$ cat src/rtl/clk_div_monitor.sv
// Clock-divider monitor: measures every half-period of a divided clock and
// declares lock after a run of in-tolerance halves, flagging mismatches and stalls.
module clk_div_monitor #(
  parameter int HALF_PERIOD = 4,
  parameter int TOL         = 0,
  parameter int LOCK_N      = 4,
  parameter int TIMEOUT     = 16,
  parameter int CNT_W       = 8
) (
  input  logic             clk_i,
  input  logic             rst_ni,
  input  logic             en_i,
  input  logic             div_in_i,
  input  logic             clr_err_i,
  output logic             locked_o,
  output logic             err_pulse_o,
  output logic             err_sticky_o,
  output logic [CNT_W-1:0] meas_half_o,
  output logic [7:0]       err_cnt_o
);

  localparam int               GR_W       = $clog2(LOCK_N + 1);
  localparam int               MATCH_LO_I = (HALF_PERIOD > TOL) ? HALF_PERIOD - TOL : 0;
  localparam logic [CNT_W-1:0] MATCH_LO   = CNT_W'(MATCH_LO_I);
  localparam logic [CNT_W-1:0] MATCH_HI   = CNT_W'(HALF_PERIOD + TOL);
  localparam logic [CNT_W-1:0] TIMEOUT_C  = CNT_W'(TIMEOUT);
  localparam logic [CNT_W-1:0] CNT_MAX    = {CNT_W{1'b1}};
  localparam logic [GR_W-1:0]  LOCK_C     = GR_W'(LOCK_N);

  typedef enum logic [1:0] {ACQ, TRACK, LOCKED} state_e;

  state_e            state_q, state_d;
  logic [GR_W-1:0]   goodRun_q, goodRun_d;
  logic              divSync_q;
  logic [CNT_W-1:0]  halfCnt_q;
  logic [CNT_W-1:0]  measHalf_q;
  logic              errPulse_q;
  logic              errSticky_q;
  logic [7:0]        errCnt_q;

  logic edgeDet;
  logic match;
  logic timeoutHit;
  logic errDet;

  // A stalled div_in only counts as a timeout when no edge arrives that same cycle.
  assign edgeDet    = en_i && (div_in_i != divSync_q);
  assign match      = (halfCnt_q >= MATCH_LO) && (halfCnt_q <= MATCH_HI);
  assign timeoutHit = en_i && !edgeDet && (halfCnt_q == TIMEOUT_C);

  always_ff @(posedge clk_i) begin
    if (!rst_ni) begin
      state_q   <= ACQ;
      goodRun_q <= '0;
    end else begin
      state_q   <= state_d;
      goodRun_q <= goodRun_d;
    end
  end

  always_comb begin
    state_d   = state_q;
    goodRun_d = goodRun_q;
    errDet    = 1'b0;
    unique case (state_q)
      ACQ: begin
        if (edgeDet) begin
          state_d   = TRACK;
          goodRun_d = '0;
        end
      end
      TRACK, LOCKED: begin
        if (edgeDet) begin
          if (!match) begin
            errDet    = 1'b1;
            goodRun_d = '0;
            state_d   = TRACK;
          end else if (state_q == TRACK) begin
            goodRun_d = goodRun_q + GR_W'(1);
            if (goodRun_d == LOCK_C) state_d = LOCKED;
          end
        end else if (timeoutHit) begin
          errDet    = 1'b1;
          goodRun_d = '0;
          state_d   = ACQ;
        end
      end
      default: begin
        state_d   = ACQ;
        goodRun_d = '0;
      end
    endcase
    // Disabling the monitor discards the measurement in progress.
    if (!en_i) begin
      state_d   = ACQ;
      goodRun_d = '0;
      errDet    = 1'b0;
    end
  end

  always_comb begin
    locked_o     = (state_q == LOCKED);
    err_pulse_o  = errPulse_q;
    err_sticky_o = errSticky_q;
    meas_half_o  = measHalf_q;
    err_cnt_o    = errCnt_q;
  end

  // A new error takes priority over a simultaneous clear request.
  always_ff @(posedge clk_i) begin
    if (!rst_ni) begin
      divSync_q   <= 1'b0;
      halfCnt_q   <= '0;
      measHalf_q  <= '0;
      errPulse_q  <= 1'b0;
      errSticky_q <= 1'b0;
      errCnt_q    <= '0;
    end else begin
      divSync_q <= div_in_i;
      if (!en_i) begin
        halfCnt_q <= '0;
      end else if (edgeDet) begin
        halfCnt_q <= CNT_W'(1);
      end else if (halfCnt_q != CNT_MAX) begin
        halfCnt_q <= halfCnt_q + CNT_W'(1);
      end
      if (edgeDet) measHalf_q <= halfCnt_q;
      errPulse_q <= errDet;
      if (errDet) begin
        errSticky_q <= 1'b1;
        if (clr_err_i)              errCnt_q <= 8'd1;
        else if (errCnt_q != 8'hFF) errCnt_q <= errCnt_q + 8'd1;
      end else if (clr_err_i) begin
        errSticky_q <= 1'b0;
        errCnt_q    <= '0;
      end
    end
  end

endmodule

$ cat config.mk
export PLATFORM = sky130hd
export DESIGN_NAME = clk_div_monitor
export DESIGN_NICKNAME = d
export VERILOG_FILES = /design/src/rtl/clk_div_monitor.sv
export SDC_FILE = /design/constraint.sdc
export NUM_CORES = 1
export LEC_CHECK = 0
export ABC_CLOCK_PERIOD_IN_PS = 2500
export CORE_MARGIN = 2
export CORE_UTILIZATION = 45
export DETAILED_ROUTE_END_ITERATION = 6
export PLACE_DENSITY = 0.75
export SKIP_CTS_REPAIR_TIMING = 1
export SYNTH_ARGS = -nofsm -noshare
export SYNTH_HDL_FRONTEND = slang
export SYNTH_SLANG_ARGS = --single-unit
export TNS_END_PERCENT = 10
$ cat constraint.sdc
create_clock -name clk_i -period 2.5 [get_ports clk_i]
set_input_delay 0.625 -clock clk_i [delete_from_list [all_inputs] [get_ports clk_i]]
set_output_delay 0.625 -clock clk_i [all_outputs]
set_load 0.005 [all_outputs]
== Word-level counts from Yosys, hierarchy flattened ==
Cells that the tools add are included.
Word-level totals
  flip-flop bits (word level): 32
  input bits: 5
  word-level logic and storage cells: 68
Cells by class
  add/subtract/negate cells: 3
  $lt $le $gt $ge: 2
  eq/ne operators: 11
  muxes and demuxes: 26
  bitwise logic cells: 2
  reductions and logical operators: 15
Operators by type and width (count)
  $mux W8: 4
  $add A8 B1 Y8 const B: 2
  $ne A8 B8 Y1 const B: 2
  $mux W3: 5
  $mux W2: 6
  $mux W1: 9
  $eq A8 B5 Y1 const B: 1
  $ge A8 B3 Y1 const B: 1
  $le A8 B3 Y1 const B: 1
  $ne A4 B4 Y1 const B: 2
  $pmux W3 S2: 1
  $reduce_bool A2 Y1: 3
  $logic_and A1 B1 Y1: 4
  $pmux W2 S2: 1
  $reduce_and A2 Y1: 2
  $reduce_and A4 Y1: 1
  $add A3 B1 Y3 const B: 1
  $eq A3 B3 Y1 const B: 1
  $ne A3 B3 Y1 const B: 1
  $reduce_and A3 Y1: 1
  $reduce_or A3 Y1: 1
  $eq A2 B1 Y1 const B: 1
  $eq A2 B2 Y1 const B: 1
  $logic_not A2 Y1: 1
  5 further kinds: 6

== Depth between registers and ports, before layout ==
  word-level depth: 11
  mapped depth: 7

== Worst setup path after synthesis ==
Ideal clock, no wire load.
  path type: input to register
  start point: input div_in_i
  end point: register errCnt_q[3], in the netlist err_cnt_o[3]
  library setup time: 0.070 ns
  arrival: 1.827 ns
  required time: 2.430 ns
  slack: 0.604 ns
  stages on the path: 5
  path buffers: 0
  cell sequence: xor2_2 > a22oi_1 > o22a_4 > or4_1 > a21oi_1
On the way
  word-level cells in the longest chain between the ends: 11
  elaborated cells on any way between the ends: 12
  those cells by class: 1 x eq/ne; 5 x mux; 6 x reduce/logical
RTL lines
  start, declared: RTL line 13  | input logic div_in_i,
  $ne A1 B1 Y1 (*): RTL line 47  | assign edgeDet = en_i && (div_in_i != divSync_q);
  $logic_and A1 B1 Y1 (*): RTL line 47
  $logic_not A1 Y1: RTL line 49  | assign timeoutHit = en_i && !edgeDet && (halfCnt_q == TIMEOUT_C);
  $logic_and A1 B1 Y1 (2 in series): RTL line 49
  $mux W1: RTL line 82  | end else if (timeoutHit) begin
  $mux W1 (*): RTL line 73  | if (edgeDet) begin
  $mux W1 (*): RTL line 65  | unique case (state_q)
  $mux W1 (*): RTL line 94  | if (!en_i) begin
  $reduce_bool A2 Y1 (no line)
  $reduce_and A2 Y1 (no line)
  end signal, assigned: RTL line 132  | else if (errCnt_q != 8'hFF) errCnt_q <= errCnt_q + 8'd1;
  end, declared: RTL line 39  | logic [7:0] errCnt_q;
Every way passes the cells marked *; elsewhere a longest branch is shown, timed or not.
A chain may end at the register's enable or synchronous reset.

== Worst setup path in the final report ==
  start point: input div_in_i
  end point: register errCnt_q[4], in the netlist err_cnt_o[4]
Same word-level chain as after synthesis.

==> out/metrics.cfg <==
[outcome]
status = finished clean

[floorplanning]
die-width_um = 64.8
core_sq_um = 3610
die-area_sq_um = 4200
initial_core_util = 0.461
die-height_um = 64.8
pin_count = 24
floorplan.rows = 22

[routing]
wl_per_cell_um = 12.6
avgViaCountPerCell = 5.29
drc_errors = 0
drtPass1Iterations = 4
drtIter0Drc = 65
route.antenna.remaining_nets = 0
dr_total_vias = 1439
wirelength_mm = 3.43

[logic_synthesis]
syn_nets = 208
yosysUniqueCellTypes = 45
yosysWarnings = 0
synth_edf_count = 0
synth-seq-cells = 32
synth-seq-area-share = 0.385
synthTopCellsByArea = dfxtp_1 (39%), nand2_1 (7.2%), ha_1 (6.8%)
syn-instance-count = 194
netlist.area_leader.share = 0.385
synthFlopType = dfxtp_1
syn_area_per_cell_sq_um = 8.57
syn-cell-area_sq_um = 1660
synthArstFlopShare = 0
ys_top_cells_by_count = dfxtp_1 (32), nand2_1 (32)
yosysTopAreaCell = dfxtp_1

[hold_path]
hold_class = reg -> reg

[finish]
drive_gt1_frac = 0.0893
final_util = 0.562
final_cell_area_sq_um = 2030
synthToLayoutAreaGrowth_pct = 21.9
nNetsFinal = 238
diodes = 0
stdcell_count = 272

[timing]
min_period_over_period = 0.870
whs_ps = 442
period_needed_ps = 2170
max_freq_ghz = 0.460
drv_slew = 0
tightest_slew_ps = 475
setup-violations-final = 0
clock_skew_ps = 2.99
relSlewSlack = 0.683
fin_setup_tns_ps = 0
grt_setup_unrepaired = no
hold_viol = 0

[clock_tree]
clkTransAtPathRegs_ps = 60
clock_latency_ps = 290
ctsRootBufferMaster = clkbuf_8
cts_max_path_buffers = 2
numCtsBuffers = 5
htree_num_levels = 2
cts_sinks = 32
cts_tree = built

[setup_path]
critical-path-max-stage-delay_ps = 510
critical_path_class = in -> reg
worst-path-max-fanout = 6
path_buf_inv = 1
slowest_stage = clkdlybuf4s50_1
crit_chain = clkdlybuf4s50_1, xor2_2, a22oi_1, o22a_4, or4_1, a21oi_1
crit_path_start_kind = input port
critPathRequiredTime_ps = 2720
crit_path_end_kind = register
worst_path_dominant_cell_family = compound AO/OA/AOI/OAI gates
cp.arrival_ps = 2390

[placement]
post-dp-hpwl_mm = 2.54
portBuffers = 23
dp_cells = 265
place_area_sq_um = 1950
place_congestion = 0.804

[power_and_ir_drop]
irDropWorstVdd_mv = 0.196
p_leak_nw = 0.701
powerDensity_nw_per_um2 = 486

[global_routing]
grt_pass1_vias = 1410
grt_overflow_total = 0
grt_max_degree = 12
antenna_found_initial = 0
grtUsageTotal = 0.190
grt_pass1_wl_mm = 6.13

[job]
maxCapViolations = 0

[metal layers]
metal	share of wire	global-route usage	up-vias
li1	-	-	736
met1	0.46	0.226	674
met3	0.033	0.0469	6
met5	0	0	-
met4	0.020	0.0878	0
met2	0.48	0.320	23
[worst paths after layout]
kind                               end  slack [ps]  depth (start not counted)                 startpoint
max reg2reg  err_cnt_o[4]$_SDFFE_PN0P_         500                          7  halfCnt_q[0]$_SDFFE_PN0P_
min          err_sticky_o$_SDFFE_PN0P_         440                          2  err_sticky_o$_SDFFE_PN0P_
min reg2reg  err_sticky_o$_SDFFE_PN0P_         440                          2  err_sticky_o$_SDFFE_PN0P_
max          err_cnt_o[4]$_SDFFE_PN0P_         330                          6                   div_in_i
[through the flow]
| step | power (mW) | setup WS [ps] |
|---|---|---|
| 4_1_cts | 0.991 | 324 |
| 3_3_place_gp | 0.619 | 62.3 |
| 3_5_place_dp | 0.620 | 24.5 |
| 5_1_grt | 1.03 | 194 |
| 6_report | 0.986 | 326 |
| 2_1_floorplan | 0.583 | 604 |
[worst reg2reg max path, cell delays in order (launching register included)]
cell and delay [ps]:
dfxtp_1 400, inv_1 80, ha_1 200, nor3b_4 160, nor4b_2 180, o22a_4 260, or4_1 500, a21oi_1 150
[flip-flops by register name, indices dropped and copies added, names as in the netlist]
signal        count
meas_half_o       8
halfCnt_q         8
err_cnt_o         8
goodRun_q         3
err_sticky_o      1
divSync_q         1
err_pulse_o       1
state_q           2
[power breakdown]
group / switching (mW) / internal (mW)
Clock: 0.188 / 0.189
Sequential: 0.00397 / 0.515
Combinational: 0.0493 / 0.0408
[cell usage in the layout, fill, tap and decap left out, types with 2 or more instances in the layout]
cell	n
nand2_1	32
or4_1	2
or3_1	2
ha_1	9
nor2_1	11
nand2b_1	2
or2_2	2
a21boi_0	8
mux2i_1	4
dfxtp_1	32
nor4_1	3
xor2_1	3
nor3_1	4
nor3b_1	2
nand4_1	5
inv_1	11
clkdlybuf4s50_1	23
clkbuf_8	5
a22oi_1	3
and2_1	3
o21ai_0	3
o31ai_1	2
nor2b_1	3
nand3_1	11
a21oi_1	11
buf_4	7
a31oi_1	3
[final cells by class]
class | instances | area (sq um)
fill | 331 | 1580
multi-input combinational | 144 | 925
sequential | 32 | 641
timing repair buffer | 30 | 283
clock buffer | 6 | 72.6
tap | 48 | 60.1
inverter | 11 | 41.3
clock inverter | 1 | 5.00
[logic make-up after synthesis]
group / after synthesis / synth area share
xor gates and xnor gates: 5 / 0.0309
adders and majority gates: 9 / 0.0677
DFF: 32 / 0.385
buffers and inverters: 18 / 0.0587
muxes: 4 / 0.0241
AOI/OAI and AO/OA: 38 / 0.155
and+or+nand+nor: 88 / 0.278
No activity file was read; power rests on OpenSTA's default activity.
